==> src/rtl/tdm_pkg.sv <==
// Shared constants and slot-decode helpers for the TDM slot multiplexer.
package tdm_pkg;

  localparam int NUM_CH   = 4;
  localparam int CH_IDX_W = 2;

  typedef logic [NUM_CH-1:0]   ch_vec_t;
  typedef logic [CH_IDX_W-1:0] ch_idx_t;

  // True when exactly one bit of the slot vector is set.
  function automatic logic is_onehot(input ch_vec_t v);
    logic [CH_IDX_W:0] ones;
    ones = {(CH_IDX_W+1){1'b0}};
    for (int i = 0; i < NUM_CH; i++) begin
      ones = ones + {{CH_IDX_W{1'b0}}, v[i]};
    end
    return (ones == (CH_IDX_W+1)'(1));
  endfunction

  // Index of the set bit; OR-encoded, so only meaningful for a one-hot input.
  function automatic ch_idx_t onehot_to_idx(input ch_vec_t v);
    ch_idx_t idx;
    idx = {CH_IDX_W{1'b0}};
    for (int i = 0; i < NUM_CH; i++) begin
      idx = idx | (v[i] ? CH_IDX_W'(i) : {CH_IDX_W{1'b0}});
    end
    return idx;
  endfunction

endpackage

==> src/rtl/chan_fifo.sv <==
// Small per-channel FIFO: registered storage, pointers wrap modulo DEPTH.
module chan_fifo #(
  parameter int DATA_W = 8,
  parameter int DEPTH  = 2
) (
  input  logic                       clk,
  input  logic                       rst_n,
  input  logic                       push,
  input  logic [DATA_W-1:0]          push_data,
  input  logic                       pop,
  output logic [DATA_W-1:0]          head_data,
  output logic [$clog2(DEPTH+1)-1:0] count,
  output logic                       full,
  output logic                       empty
);

  localparam int PTR_W = $clog2(DEPTH);
  localparam int CNT_W = $clog2(DEPTH+1);
  localparam logic [PTR_W-1:0] PTR_ONE = PTR_W'(1);
  localparam logic [CNT_W-1:0] CNT_ONE = CNT_W'(1);

  logic [DATA_W-1:0] r_mem [DEPTH];
  logic [PTR_W-1:0]  r_wr_ptr;
  logic [PTR_W-1:0]  r_rd_ptr;
  logic [CNT_W-1:0]  r_count;
  logic              w_do_push;
  logic              w_do_pop;

  // Overflow/underflow are blocked here as well as by the caller.
  assign full      = (r_count == CNT_W'(DEPTH));
  assign empty     = (r_count == {CNT_W{1'b0}});
  assign w_do_push = push & ~full;
  assign w_do_pop  = pop & ~empty;
  assign head_data = r_mem[r_rd_ptr];
  assign count     = r_count;

  // Storage write at the tail.
  always_ff @(posedge clk or negedge rst_n) begin
    if (!rst_n) begin
      for (int i = 0; i < DEPTH; i++) begin
        r_mem[i] <= {DATA_W{1'b0}};
      end
    end else if (w_do_push) begin
      r_mem[r_wr_ptr] <= push_data;
    end
  end

  // Pointer and occupancy bookkeeping; push and pop together leave count unchanged.
  always_ff @(posedge clk or negedge rst_n) begin
    if (!rst_n) begin
      r_wr_ptr <= {PTR_W{1'b0}};
      r_rd_ptr <= {PTR_W{1'b0}};
      r_count  <= {CNT_W{1'b0}};
    end else begin
      if (w_do_push) r_wr_ptr <= r_wr_ptr + PTR_ONE;
      if (w_do_pop)  r_rd_ptr <= r_rd_ptr + PTR_ONE;
      case ({w_do_push, w_do_pop})
        2'b10:   r_count <= r_count + CNT_ONE;
        2'b01:   r_count <= r_count - CNT_ONE;
        default: r_count <= r_count;
      endcase
    end
  end

endmodule

==> src/rtl/tdm_slot_mux.sv <==
// Strict TDM merge of four valid/ready channels into one registered output,
// scheduled by a one-hot ring-counter slot vector.
module tdm_slot_mux
  import tdm_pkg::*;
#(
  parameter int DATA_W = 8,
  parameter int DEPTH  = 2
) (
  input  logic                     clk,
  input  logic                     rst_n,
  input  logic [NUM_CH-1:0]        slot,
  input  logic [NUM_CH-1:0]        in_valid,
  input  logic [NUM_CH*DATA_W-1:0] in_data,
  output logic [NUM_CH-1:0]        in_ready,
  output logic                     out_valid,
  output logic [DATA_W-1:0]        out_data,
  output logic [CH_IDX_W-1:0]      out_chan,
  input  logic                     out_ready,
  output logic                     slot_err
);

  localparam int CNT_W = $clog2(DEPTH+1);

  logic [NUM_CH-1:0]   w_full;
  logic [NUM_CH-1:0]   w_empty;
  logic [NUM_CH-1:0]   w_push;
  logic [NUM_CH-1:0]   w_pop;
  logic [DATA_W-1:0]   w_head  [NUM_CH];
  logic [CNT_W-1:0]    w_count [NUM_CH];
  logic                w_slot_ok;
  logic [CH_IDX_W-1:0] w_sel;
  logic                w_deq;

  logic                r_out_valid;
  logic [DATA_W-1:0]   r_out_data;
  logic [CH_IDX_W-1:0] r_out_chan;
  logic                r_slot_err;

  for (genvar g = 0; g < NUM_CH; g++) begin : g_chan
    // Ready comes only from stored occupancy, never from out_ready.
    assign in_ready[g] = (w_count[g] < CNT_W'(DEPTH));
    assign w_push[g]   = in_valid[g] & ~w_full[g];

    chan_fifo #(
      .DATA_W (DATA_W),
      .DEPTH  (DEPTH)
    ) u_fifo (
      .clk       (clk),
      .rst_n     (rst_n),
      .push      (w_push[g]),
      .push_data (in_data[g*DATA_W +: DATA_W]),
      .pop       (w_pop[g]),
      .head_data (w_head[g]),
      .count     (w_count[g]),
      .full      (w_full[g]),
      .empty     (w_empty[g])
    );
  end

  // A slot is used only by its owner; an empty slot stays idle, and a stalled
  // output register forfeits the slot.
  assign w_slot_ok = is_onehot(slot);
  assign w_sel     = onehot_to_idx(slot);
  assign w_deq     = w_slot_ok & ~w_empty[w_sel] & (~r_out_valid | out_ready);

  // Pop strobe to the granted FIFO only.
  always_comb begin
    w_pop = {NUM_CH{1'b0}};
    if (w_deq) begin
      w_pop[w_sel] = 1'b1;
    end else begin
      w_pop = {NUM_CH{1'b0}};
    end
  end

  // Output register: load on dequeue, drop valid after an accepted word, else hold.
  always_ff @(posedge clk or negedge rst_n) begin
    if (!rst_n) begin
      r_out_valid <= 1'b0;
      r_out_data  <= {DATA_W{1'b0}};
      r_out_chan  <= {CH_IDX_W{1'b0}};
    end else if (w_deq) begin
      r_out_valid <= 1'b1;
      r_out_data  <= w_head[w_sel];
      r_out_chan  <= w_sel;
    end else if (r_out_valid && out_ready) begin
      r_out_valid <= 1'b0;
    end else begin
      r_out_valid <= r_out_valid;
    end
  end

  // Sticky record of any malformed slot vector; cleared only by reset.
  always_ff @(posedge clk or negedge rst_n) begin
    if (!rst_n) begin
      r_slot_err <= 1'b0;
    end else if (!w_slot_ok) begin
      r_slot_err <= 1'b1;
    end else begin
      r_slot_err <= r_slot_err;
    end
  end

  assign out_valid = r_out_valid;
  assign out_data  = r_out_data;
  assign out_chan  = r_out_chan;
  assign slot_err  = r_slot_err;

endmodule
==> config.mk <==
export PLATFORM = sky130hd
export DESIGN_NAME = tdm_slot_mux
export DESIGN_NICKNAME = d
export VERILOG_FILES = /design/src/rtl/tdm_pkg.sv /design/src/rtl/chan_fifo.sv /design/src/rtl/tdm_slot_mux.sv
export SDC_FILE = /design/constraint.sdc
export NUM_CORES = 1
export LEC_CHECK = 0
export BUFFER_PORTS_ARGS = -buffer_cell sky130_fd_sc_hd__buf_2
export CAP_MARGIN = 10
export CORE_MARGIN = 2
export CORE_UTILIZATION = 57
export DETAILED_ROUTE_END_ITERATION = 16
export PLACE_DENSITY = 0.79
export REMOVE_ABC_BUFFERS = 1
export SYNTH_ARGS = -nofsm -noshare
export SYNTH_HDL_FRONTEND = slang
export SYNTH_SLANG_ARGS = --single-unit
==> constraint.sdc <==
create_clock -name clk -period 1.95 [get_ports clk]
set_clock_uncertainty 0.15 [all_clocks]
set_input_delay 0.39 -clock clk [delete_from_list [all_inputs] [get_ports clk]]
set_output_delay 0.39 -clock clk [all_outputs]
set_load 0.01 [all_outputs]
==> results of run 1 <==
==> report_power, final <==
part,switching (mW),internal (mW),total [mW],leakage (nW)
Clock,0.670,0.797,1.47,0.120
Sequential,0.655,2.88,3.53,1.08
Combinational,1.54,1.91,3.44,1.21
==> Yosys cell counts, drive strengths merged <==
cell,n,area [um^2]
nor4,1,6.260
inv,14,52.55
o211ai,4,30.03
nor2b,1,6.260
xor2,1,8.760
nand4,1,21.27
fa,1,20.02
nor3,3,15.01
nor2,14,52.55
ha,6,75.07
nand2b,1,6.260
dfrtp,92,2302
o22a,8,70.07
a21oi,1,8.760
o21ai,4,20.02
nand2,5,18.77
mux2i,34,340.3
nand3,2,10.01
buf,4,23.77
o32a,1,22.52
or3,1,6.260
or3b,2,17.52
o221ai,8,70.07
or2,2,12.51
a31oi,1,21.27
mux2,72,810.8
xnor2,19,166.4
clkbuf,4,15.01
==> layout make-up <==
type	count	area (um^2)	share of cell area, %
timing repair buffer	94	618.1	11.64
sequential	92	2302	43.35
multi-input combinational	194	1978	37.24
tap	99	123.9	2.332
clock inverter	5	82.58	1.555
inverter	14	55.05	1.037
clock buffer	11	151.4	2.850
==> layer usage <==
metal	part of all wire, %	wire length, um	GRT usage [%]
met1	42	4026	32.20
met2	50	4768	41.42
met3	5.0	475	5.197
met4	3.2	310	11.79
met5	0	0	0
==> worst min-delay path by stage <==
stage	from	end	slack, ps	depth (start not counted)
3_3_place_gp	rst_n	g_chan[3].u_fifo.r_wr_ptr	240	1
2_1_floorplan	rst_n	g_chan[0].u_fifo.count[0]	-60	0
5_1_grt	in_data[2]	g_chan[0].u_fifo.r_mem[2]	110	2
3_5_place_dp	rst_n	g_chan[3].u_fifo.r_wr_ptr	240	1
6_report	in_data[2]	g_chan[0].u_fifo.r_mem[2]	120	2
4_1_cts	in_data[15]	g_chan[1].u_fifo.r_mem[7]	110	2
==> sequential cells by signal, indices dropped and copies added, names as in the netlist <==
name and count:
out_data 8, g_chan.u_fifo.r_mem 64, out_valid 1, out_chan 2
slot_err 1, g_chan.u_fifo.count 8, g_chan.u_fifo.r_rd_ptr 4, g_chan.u_fifo.r_wr_ptr 4
==> timing repair <==
action                                  CTS  global route
endpoints found under the hold margin    31             0
pin swaps                                17             4
resized for setup                        30             5
endpoints found under the setup margin   24            31
hold buffers                              1             0
cloned                                    1             0
buffers inserted                          6             2
==> stage by stage <==
step	cell area (um^2)	util (%)	total power [mW]	hold WS, ps	TNS (ps)
floorplan	4192	-	5.627	-55.59	-21650
global placement	4873	67.55	6.610	235.8	-26190
detailed placement	4873	67.55	6.792	241.2	-27460
CTS	5298	73.43	8.443	113.2	-12690
global route	5311	73.62	8.942	106.2	-14580
finish	5311	73.62	8.444	116.4	-13660
==> kinds of logic (layout without fill, tap and decap cells) <==
kind of cell / after synthesis / in the layout / synth area share [%]
multiplexers: 106 / 106 / 27.21
flip-flops: 92 / 92 / 54.42
AND/OR/NAND/NOR: 33 / 34 / 4.082
AO/OA/AOI/OAI: 27 / 27 / 5.738
buffers and inverters: 22 / 124 / 2.159
XOR/XNOR: 20 / 20 / 4.141
adder cells (fa/ha/maj): 7 / 7 / 2.248
==> cells in the final DEF, fill, tap and decap left out, drive strengths merged <==
cell type    Yosys  final
o32a             1      1
o22a             8      8
nor2b            1      1
nand3            2      2
xnor2           19     19
inv             14     15
bufinv           0      2
mux2i           34     34
dfrtp           92     92
a21oi            1      1
dlygate4sd3      0      1
or3b             2      2
o211ai           4      4
clkbuf           4     11
o21ai            4      4
o221ai           8      8
xor2             1      1
clkinv           0      2
fa               1      1
nor3             3      3
mux2            72     72
a31oi            1      1
nand2            5      5
or2              2      2
buf              4     93
nor2            14     14
ha               6      6
nand4            1      2
nand2b           1      1
nor4             1      1
or3              1      1
==> results list, run 1 <==
- Global-route wire length before repair: 15.75 mm
- Number of distinct library cell variants in the gate-level netlist after synthesis: 30
- VDD IR max: 0.0008205 V
- Max-cap violation count: 0
- The congestion estimate from routability-driven global placement came to 0.7897.
- Worst-path cell chain: buf_8, inv_4, fa_1, inv_1, ha_2, ha_4, or3b_4, a31oi_4, buf_6, nand4_4, mux2_4
* Number of rows created at floorplan: 31
- Pwr Density: 1590 mW/mm^2
- Endpoint arrival time on the critical path: 2770 ps
- The count of final hold-check violations was 0.
- Post-route non-filler standard cell count: 509
- The floorplan step defined a die boundary enclosing 0.008127 mm^2.
- STA puts the critical path data required time at 2050 ps.
* Area Growth Syn to Fin: 25.55%
- Counting buffers and inverters, the worst setup path is 11 cells deep.
- Avg Cell Area, Syn: 13.78 um^2
* Clock input transition at the sequential cells of the worst setup and hold paths: 90 ps
- Max stage delay cell, worst path: fa_1
* Net total in the final layout: 455
- Final setup violation count: 24
* Total Routed Length: 9.580 mm
- Effective utilization at floorplan: 58.64%
* Failing checks: setup timing
- Part of the Yosys area used for sequential elements: 54.42%
* Slew of the pin with the lowest slew margin: 592.3 ps
* Synthesized cell area: 0.004230 mm^2
- In this run the remaining antenna-violating nets after routing total 0.
- Post-Synthesis Cells: 307
- Cell family with the largest share of critical-path delay: adder cells
- Setup slack on the worst flop-to-flop path: 60 ps
* Via Count: 2844
- For this design the static power due to leakage is 2.416 nW.
* Filler instances: 504
- The worst setup path is of the input pin to register kind.
- CP Capture Type: register
- Final min period: 2670 ps
* Clock insertion delay at the later pin of the skew report: 360 ps
- The total area inside the core boundary comes to 0.007214 mm^2.
- Final worst-path setup slack: -720.0 ps
- Setup repair after global routing could not meet its margin everywhere.
- Using the TritonRoute via totals, the vias-per-cell ratio works out to 5.587.
- The number of global-route vias before repair is 3109.
- In this run the worst hold path is classified as input pin to register.
- In this run the worst path has a maximum fanout of 5.
- Overall die height: 90.15 um
- Final critical-path share of the clock period: 136.9%
* Max-slew headroom: 60.10%
- Deepest clock path buffer count: 2
- During synthesis, Yosys emitted a total of 0 warnings.
* Worst reg2reg startpoint: g_chan[2].u_fifo.count[1]
- Global routing used 25.19% of the available tracks across all layers.
- The run finished, with violations left.
- Largest net degree at the start of global routing: 36
- Maximum achievable frequency: 374.5 MHz
- Worst setup path end: out_data[6]
- The number of antenna diodes in the final layout is 0.
- STA classifies the critical path startpoint as an input pin.
* Routed WL per cell: 18.82 um
- Layout cell share with drive strength beyond 1: 51.46%
* Overflow left after global routing: 0
- Number of cells traversed by the worst register-to-register path: 8
- The largest single stage delay on the critical path is 530 ps.
- Worst reg2reg path endpoint: g_chan[0].u_fifo.count[1]
- Iteration count of the initial detailed-routing pass: 5
- From left edge to right edge, the die measures 90.15 um.
- The initial antenna violation count came to 0.
* Buf/Inv on CP: 4
* Total clock sinks: 92
* Buffer type at the clock tree root: clkbuf_8
- TritonCTS built the clock tree.
- Pin placement for this block handled 59 I/O pins.
- In this run, the number of DRC markers left after iteration 0 of detailed routing was 116.
- CTS buffer count: 9
- The count of final max-slew check failures was 0.
- Port bufs: 58
- In this run the worst setup path begins at slot[3].
- DRC viols: 0
* #FFs+latches synth: 92
* Pre-CTS WS: -1320 ps
- Placed wire-length estimate after detailed placement: 6.682 mm
- The H-tree was split into 3 levels.
- Cell Count Post-Placement: 488
Power figures use the tool's default switching activity.
==> run 2: changes to the inputs <==
--- a/config.mk
+++ b/config.mk
@@ -5,13 +5,14 @@
 export SDC_FILE = /design/constraint.sdc
 export NUM_CORES = 1
 export LEC_CHECK = 0
-export BUFFER_PORTS_ARGS = -buffer_cell sky130_fd_sc_hd__buf_2
 export CAP_MARGIN = 10
 export CORE_MARGIN = 2
-export CORE_UTILIZATION = 57
+export CORE_UTILIZATION = 63
 export DETAILED_ROUTE_END_ITERATION = 16
+export DONT_BUFFER_PORTS = 1
 export PLACE_DENSITY = 0.79
 export REMOVE_ABC_BUFFERS = 1
+export SLEW_MARGIN = 15
 export SYNTH_ARGS = -nofsm -noshare
 export SYNTH_HDL_FRONTEND = slang
 export SYNTH_SLANG_ARGS = --single-unit
==> results list, run 2 (synthesis results as in run 1) <==
- Status: finished, violations left
- Failing checks: hold timing, setup timing
* Iteration count of the initial detailed-routing pass: 5 (unchanged)
- The summed negative setup slack over all endpoints came to -12650 ps (+1005 ps).
* Clock insertion delay at the later pin of the skew report: 360 ps (about the same)
- Buffer type at the clock tree root: clkbuf_8
- Diodes inserted: 0 (unchanged)
- Register with the most flip-flops: g_chan.u_fifo.r_mem
- Slew of the pin with the lowest slew margin: 648.6 ps (+56.33 ps)
- Pwr Density: 1674 mW/mm^2 (+5.3%)
* Required arrival time at the worst endpoint: 2040 ps (about the same)
* Worst-path fanout max: 3 (-2)
- Global-route wire length before repair: 15.07 mm (-4.3%)
- Total clock sinks: 92 (unchanged)
- STA classifies the critical path startpoint as an input pin.
- Overall die area: 0.007387 mm^2 (-9.1%)
- Leak Pwr: 2.254 nW (-6.7%)
- The initial core utilization came to 65.87% (+7.2 points).
* Delay of the slowest cell on the worst path: 520 ps (about the same)
- Number of flip-flops under the largest register name: 64 (unchanged)
* Portion of total power attributed to the clock network: 18.2% (+0.8 points)
- The average wire length per cell after detail routing was 21.74 um (+16%).
- The worst-case headroom to the max-slew limit came to 56.30% (-3.8 points).
- Worst-path cell chain: inv_8, fa_1, inv_1, ha_2, ha_4, or3b_4, a31oi_4, buf_6, nand2_4, inv_4, ha_4, xnor2_2, nor2_2, xnor2_1
* Horizontal extent of the die: 85.95 um (-4.7%)
* Largest net degree at the start of global routing: 93 (+160%)
- Final critical-path share of the clock period: 133.1% (-3.8 points)
- Net total in the final layout: 401 (-12%)
- The data arrival time of the worst path is 2690 ps (-80 ps).
- The total chip power was 8.488 mW (+0.53%).
- Leaving out fill and tap cells, the most frequent cell in the layout is dfrtp_1.
- Total Routed Length: 9.415 mm (-1.7%)
- The number of ports placed on the die boundary was 59 (unchanged).
- Final worst-path setup slack: -644.9 ps (+75.05 ps)
* Filler instances: 361 (-28%)
* Worst hold-check slack: -432.6 ps (-549.0 ps)
* Number of hold-slack violations in the final timing report: 92 (+92)
* Port bufs: 0 (-100%)
- The H-tree depth reported by CTS came to 3 (unchanged).
- The clock slew at the register clock pins of the worst setup and hold paths was 90 ps (about the same).
- The fraction of final layout cells sized beyond drive strength 1 came to 46.07% (-5.4 points).
- Leaving out fill and tap cells, the most frequent cells in the layout are 92 x dfrtp_1, 72 x mux2_2, 34 x mux2i_1, 29 x buf_4.
- Max stage delay cell, worst path: fa_1
- The combinational power share is 39.6% (-1.2 points).
- Critical path class: input pin to register
- Area used by multi-input combinational logic: 0.002021 mm^2 (+2.2%)
- The via total after detailed routing came to 2655 (-6.6%).
- Combined global-route utilization of all metal layers: 27.75% (+2.6 points)
- The final weighted congestion in routability-driven placement is 0.7686 (-2.7%).
- The worst setup path is captured at a register.
- The timing-limited maximum frequency came to 385.4 MHz (+2.9%).
* Final setup violation count: 24 (unchanged)
- VDD IR max: 0.0008632 V (+5.2%)
* Number of antenna violations at the first check in global routing: 0 (unchanged)
* Overflow left after global routing: 0 (unchanged)
- Core Box Area: 0.006422 mm^2 (-11%)
* Clock tree from TritonCTS: done
- The maximum clock insertion buffer count was 2 (unchanged).
- Final antenna-violating net count: 0 (unchanged)
* Cell seen most often among critical-path stages: ha_4
- Switching fraction of total power: 33.53% (-0.37 points)
* Unrepaired setup endpoints after global routing: yes
- Max-cap violation count: 0 (unchanged)
- Internal Pwr Total: 5.642 mW (+1.1%)
* CTS buffer count: 9 (unchanged)
- Initial detailed-routing violation count: 239 (+110%)
- The final critical delay including setup and external delays came to 2595 ps (-75.05 ps).
- Average via count per standard cell: 6.132 (+9.7%)
* Placed wire-length estimate after detailed placement: 6.130 mm (-8.3%)
- The residual DRC count is 0 (unchanged).
* Power dissipated by switching net loads: 2.846 mW (-0.56%)
- The area growth from synthesis to layout is 19.88%.
- Number of rows created at floorplan: 29 (-6.5%)
- Slew Limit Fails: 0 (unchanged)
- Reg power frac: 42.2% (+0.4 points)
- Worst min-delay path category: input pin to asynchronous set/reset pin
- The number of global-route vias before repair was 2867 (-7.8%).
* Overall die height: 85.95 um (-4.7%)
- The register cell area after layout was 0.002302 mm^2 (unchanged).
==> run 2: worst max-delay path: cells and delay by family <==
kind,cells,cell delay (ps)
AND/OR/NAND/NOR,3,530
XOR/XNOR,2,230
buffers and inverters,4,290
adder cells (fa/ha/maj),4,1020
AO/OA/AOI/OAI,1,220
==> run 2: final cells by class <==
class                   instances  share of cell area (%)
repair buffers                 40                   6.736
multi-input cells             194                   39.85
clock inverters                 7                   2.393
clock buffers                   9                   2.443
inverters                      14                   1.283
well taps                      77                   1.900
flip-flops and latches         92                   45.40
==> run 2: metal layers <==
layer,part of all wire (%),GRT usage [%],up-vias
met5,0,0,-
met4,3.1,11.54,0
met3,7.2,7.603,21
met2,50,46.16,98
met1,39,34.27,1352
li1,-,-,1184
==> run 2: power by group through the flow <==
stage	logic [mW]	registers, mW	clock network [mW]
after floorplan	2.13	3.49	0
after global routing	3.60	3.72	1.65
after global placement	2.90	3.54	0
after detailed placement	3.00	3.60	0
final	3.36	3.58	1.55
after CTS	3.18	3.57	1.57
==> run 2: path summary, 6_finish.rpt <==
check	from	to	slack, ps	depth (start not counted)
worst max-delay path	slot[0]	g_chan[0].u_fifo.count[1]	-640	14
worst min-delay path	rst_n	g_chan[3].u_fifo.r_mem[5]	-430	0
worst max register to register	out_valid	g_chan[3].u_fifo.count[1]	-30	8
worst min register to register	g_chan[2].u_fifo.r_wr_ptr	g_chan[2].u_fifo.r_wr_ptr	350	1
max in group asynchronous	rst_n	g_chan[3].u_fifo.r_mem[0]	1940	0
min in group clk	in_data[19]	g_chan[2].u_fifo.r_mem[11]	20	1
==> run 2: timing repair <==
action,CTS,global route
setup endpoints to repair,24,40
gates resized for setup,29,23
cloned,1,0
pin swaps,13,8
buffers inserted,13,5
hold endpoints to repair,92,92
==> run 2: metrics by stage <==
| stage | utilization (%) | worst slack (ps) | cells | hold slack (ps) | area (um^2) |
|---|---|---|---|---|---|
| final | 78.96 | -644.9 | 433 | -432.6 | 5071 |
| after global routing | 78.96 | -715.5 | 433 | -457.7 | 5071 |
| after CTS | 77.48 | -551.7 | 432 | -443.9 | 4976 |
| after detailed placement | 70.27 | -1269 | 406 | -53.68 | 4513 |
| after global placement | 70.27 | -1166 | 406 | -53.84 | 4513 |
| after floorplan | - | -1123 | 299 | -55.59 | 4192 |
==> run 3: changes to the inputs <==
--- a/config.mk
+++ b/config.mk
@@ -12,6 +12,7 @@
 export DONT_BUFFER_PORTS = 1
 export PLACE_DENSITY = 0.79
 export REMOVE_ABC_BUFFERS = 1
+export SETUP_SLACK_MARGIN = 0.5
 export SLEW_MARGIN = 15
 export SYNTH_ARGS = -nofsm -noshare
 export SYNTH_HDL_FRONTEND = slang
==> results list, run 3 (synthesis results as in run 1) <==
* Status: finished, violations left
- The final reports fail on hold timing, setup timing.
- Layout cell share with drive strength beyond 1: 50.95% (+4.9 points)
- The worst-case headroom to the max-slew limit is 66.68% (+10 points).
* DRC viols: 0 (unchanged)
- The full die area came to 0.007387 mm^2 (unchanged).
- The timing-limited maximum frequency is 378.0 MHz (-1.9%).
- Buffer type at the clock tree root: clkbuf_8
- STA classifies the critical path endpoint as a register.
- Post-route non-filler standard cell count: 446 (+3.0%)
- Final worst-path setup slack: -695.4 ps (-50.43 ps)
- The total grt overflow was 0 (unchanged).
* Unrepaired setup endpoints after global routing: yes
* Deepest clock path buffer count: 2 (unchanged)
* Worst reg2reg startpoint: out_valid
- Leaving out fill and tap cells, the most frequent cell in the layout is dfrtp_1.
- The top cell types in the final layout, fill and taps aside, are 90 x dfrtp_1, 58 x mux2_4, 34 x mux2i_1, 26 x buf_4, 25 x buf_6.
* Diodes inserted: 0 (unchanged)
* Area Growth Syn to Fin: 30.97%
* Clock input transition at the sequential cells of the worst setup and hold paths: 100 ps (about the same)
* Leak Pwr: 2.564 nW (+14%)
- The DRC marker count from the first detailed-route iteration came to 140 (-41%).
* Depth of the critical timing path with buffers and inverters included: 11 (-3)
- Worst setup SP type: input pin
* Worst min-delay path category: input pin to asynchronous set/reset pin
- Slew Limit Fails: 0 (unchanged)
- GPL Wtd Cong: 0.7686 (unchanged)
- The setup path with the least slack is of type input pin to register.
* Cell Count Post-Placement: 406 (unchanged)
- The clock sink count came to 92 (unchanged).
- The port buffer count was 0 (unchanged).
* Number of flip-flops under the largest register name: 64 (unchanged)
- Worst-path fanout max: 5 (+2)
* Average via count per standard cell: 6.408 (+4.5%)
* Number of antenna violations at the first check in global routing: 0 (unchanged)
- Final setup violation count: 24 (unchanged)
* Overall die height: 85.95 um (unchanged)
* Number of rows created at floorplan: 29 (unchanged)
- Combined global-route utilization of all metal layers: 29.31% (+1.6 points)
- In this run the worst setup path begins at slot[0].
- The kind of cell with the highest combined delay along the critical path is adder cells.
- The HPWL after detailed placement came to 6.130 mm (unchanged).
- CTS buffer count: 9 (unchanged)
- The pin count of the biggest net entering global routing came to 93 (unchanged).
- The critical path ends at out_data[7].
* Number of cells traversed by the worst register-to-register path: 8 (unchanged)
- The width of the chip was 85.95 um (unchanged).
- Effective utilization at floorplan: 65.87% (unchanged)
* Max-cap violation count: 0 (unchanged)
- Setup slack on the worst flop-to-flop path: -100 ps (-70 ps)
* Pre-CTS WS: -1269 ps (unchanged)
* Cell seen most often among critical-path stages: buf_4
- Final critical-path share of the clock period: 135.7% (+2.6 points)
- Worst reg2reg path endpoint: g_chan[1].u_fifo.count[1]
- Number of top-level pins: 59 (unchanged)
- Via Count: 2858 (+7.6%)
- Vias in the first global route: 2990 (+4.3%)
* Clock tree from TritonCTS: done
* Global-route wire length before repair: 16.09 mm (+6.8%)
- Pwr Density: 1739 mW/mm^2 (+3.9%)
- Buf/Inv on CP: 4 (unchanged)
* Core Box Area: 0.006422 mm^2 (unchanged)
- Worst hold-check slack: -446.4 ps (-13.86 ps)
* Worst-path cell chain: inv_8, fa_1, inv_1, ha_2, ha_4, or3b_4, a31oi_4, buf_4, buf_4, nand4_4, mux2_2
- Number of hold-slack violations in the final timing report: 92 (unchanged)
- Routed WL per cell: 25.16 um (+16%)
- The final critical delay including setup and external delays was 2645 ps (+50.43 ps).
* Register with the most flip-flops: g_chan.u_fifo.r_mem
* Net total in the final layout: 414 (+3.2%)
- Required arrival time at the worst endpoint: 2050 ps (about the same)
- H-tree levels: 3 (unchanged)
- The remaining number of nets flagged by the antenna check after routing was 0 (unchanged).
- Endpoint arrival time on the critical path: 2750 ps (+60 ps)
- Total Routed Length: 11.22 mm (+19%)
- The number of search-and-repair iterations in the first detailed-routing pass was 4 (-1).
- The slowest stage of the critical path belongs to the cell fa_1.
* Slew of the pin with the lowest slew margin: 499.8 ps (-148.8 ps)
- The largest incremental delay on the critical path was 520 ps (about the same).
- Clock insertion delay at the later pin of the skew report: 370 ps (about the same)
- VDD IR max: 0.0009277 V (+7.5%)
run 3: cell types whose count changed in the layout (fill, tap and decap cells not counted), sizes merged:
cell / change
buf: +13
run 3: report_power, final:
part,internal (mW),total [mW],leakage [nW],switching (mW)
Combinational,2.55,4.35,1.36,1.79
Clock,0.861,1.57,0.124,0.710
Sequential,2.88,3.72,1.08,0.834
Total,6.30,9.64,2.56,3.34
run 3: per-layer routing:
metal | global-route usage [%] | up-vias | part of all wire, %
met5 | 0 | - | 0
met4 | 16.45 | 0 | 4.3
met3 | 7.411 | 31 | 7.2
met2 | 46.09 | 116 | 50
met1 | 37.17 | 1500 | 39
li1 | - | 1211 | -
run 3: how the worst min path moves through the flow:
stage                                            end  slack, ps  depth (start not counted)
after floorplan            g_chan[0].u_fifo.count[0]        -60                          0
after global placement    g_chan[3].u_fifo.r_mem[13]        -50                          0
after detailed placement   g_chan[3].u_fifo.r_mem[5]        -50                          0
after CTS                  g_chan[3].u_fifo.r_mem[5]       -440                          0
after global routing       g_chan[0].u_fifo.r_mem[9]       -460                          0
final                     g_chan[3].u_fifo.r_mem[13]       -450                          0
run 3: through the flow:
stage	power (mW)	util, %	instance area, um^2	setup TNS, ps
after floorplan	5.627	-	4192	-21650
after CTS	8.993	82.70	5311	-11190
after global routing	10.04	86.27	5540	-15130
final	9.636	86.27	5540	-14180
after global placement	6.439	70.27	4513	-24750
after detailed placement	6.598	70.27	4513	-25540
run 3: timing repair:
action / 4_1_cts / 5_1_grt
endpoints found under the setup margin: 92 / 92
hold endpoints to repair: 92 / 92
cloned: 1 / 0
buffers inserted: 18 / 5
gates resized for setup: 106 / 44
pin swaps: 18 / 12
run 3: layout make-up:
class | count | area [um^2]
Tap cell | 77 | 96.34
Fill cell | 275 | 882.1
Timing Repair Buffer | 53 | 511.7
Inverter | 14 | 75.07
Clock buffer | 9 | 123.9
Clock inverter | 7 | 121.4
Multi-Input combinational cell | 194 | 2307
Sequential cell | 92 | 2305
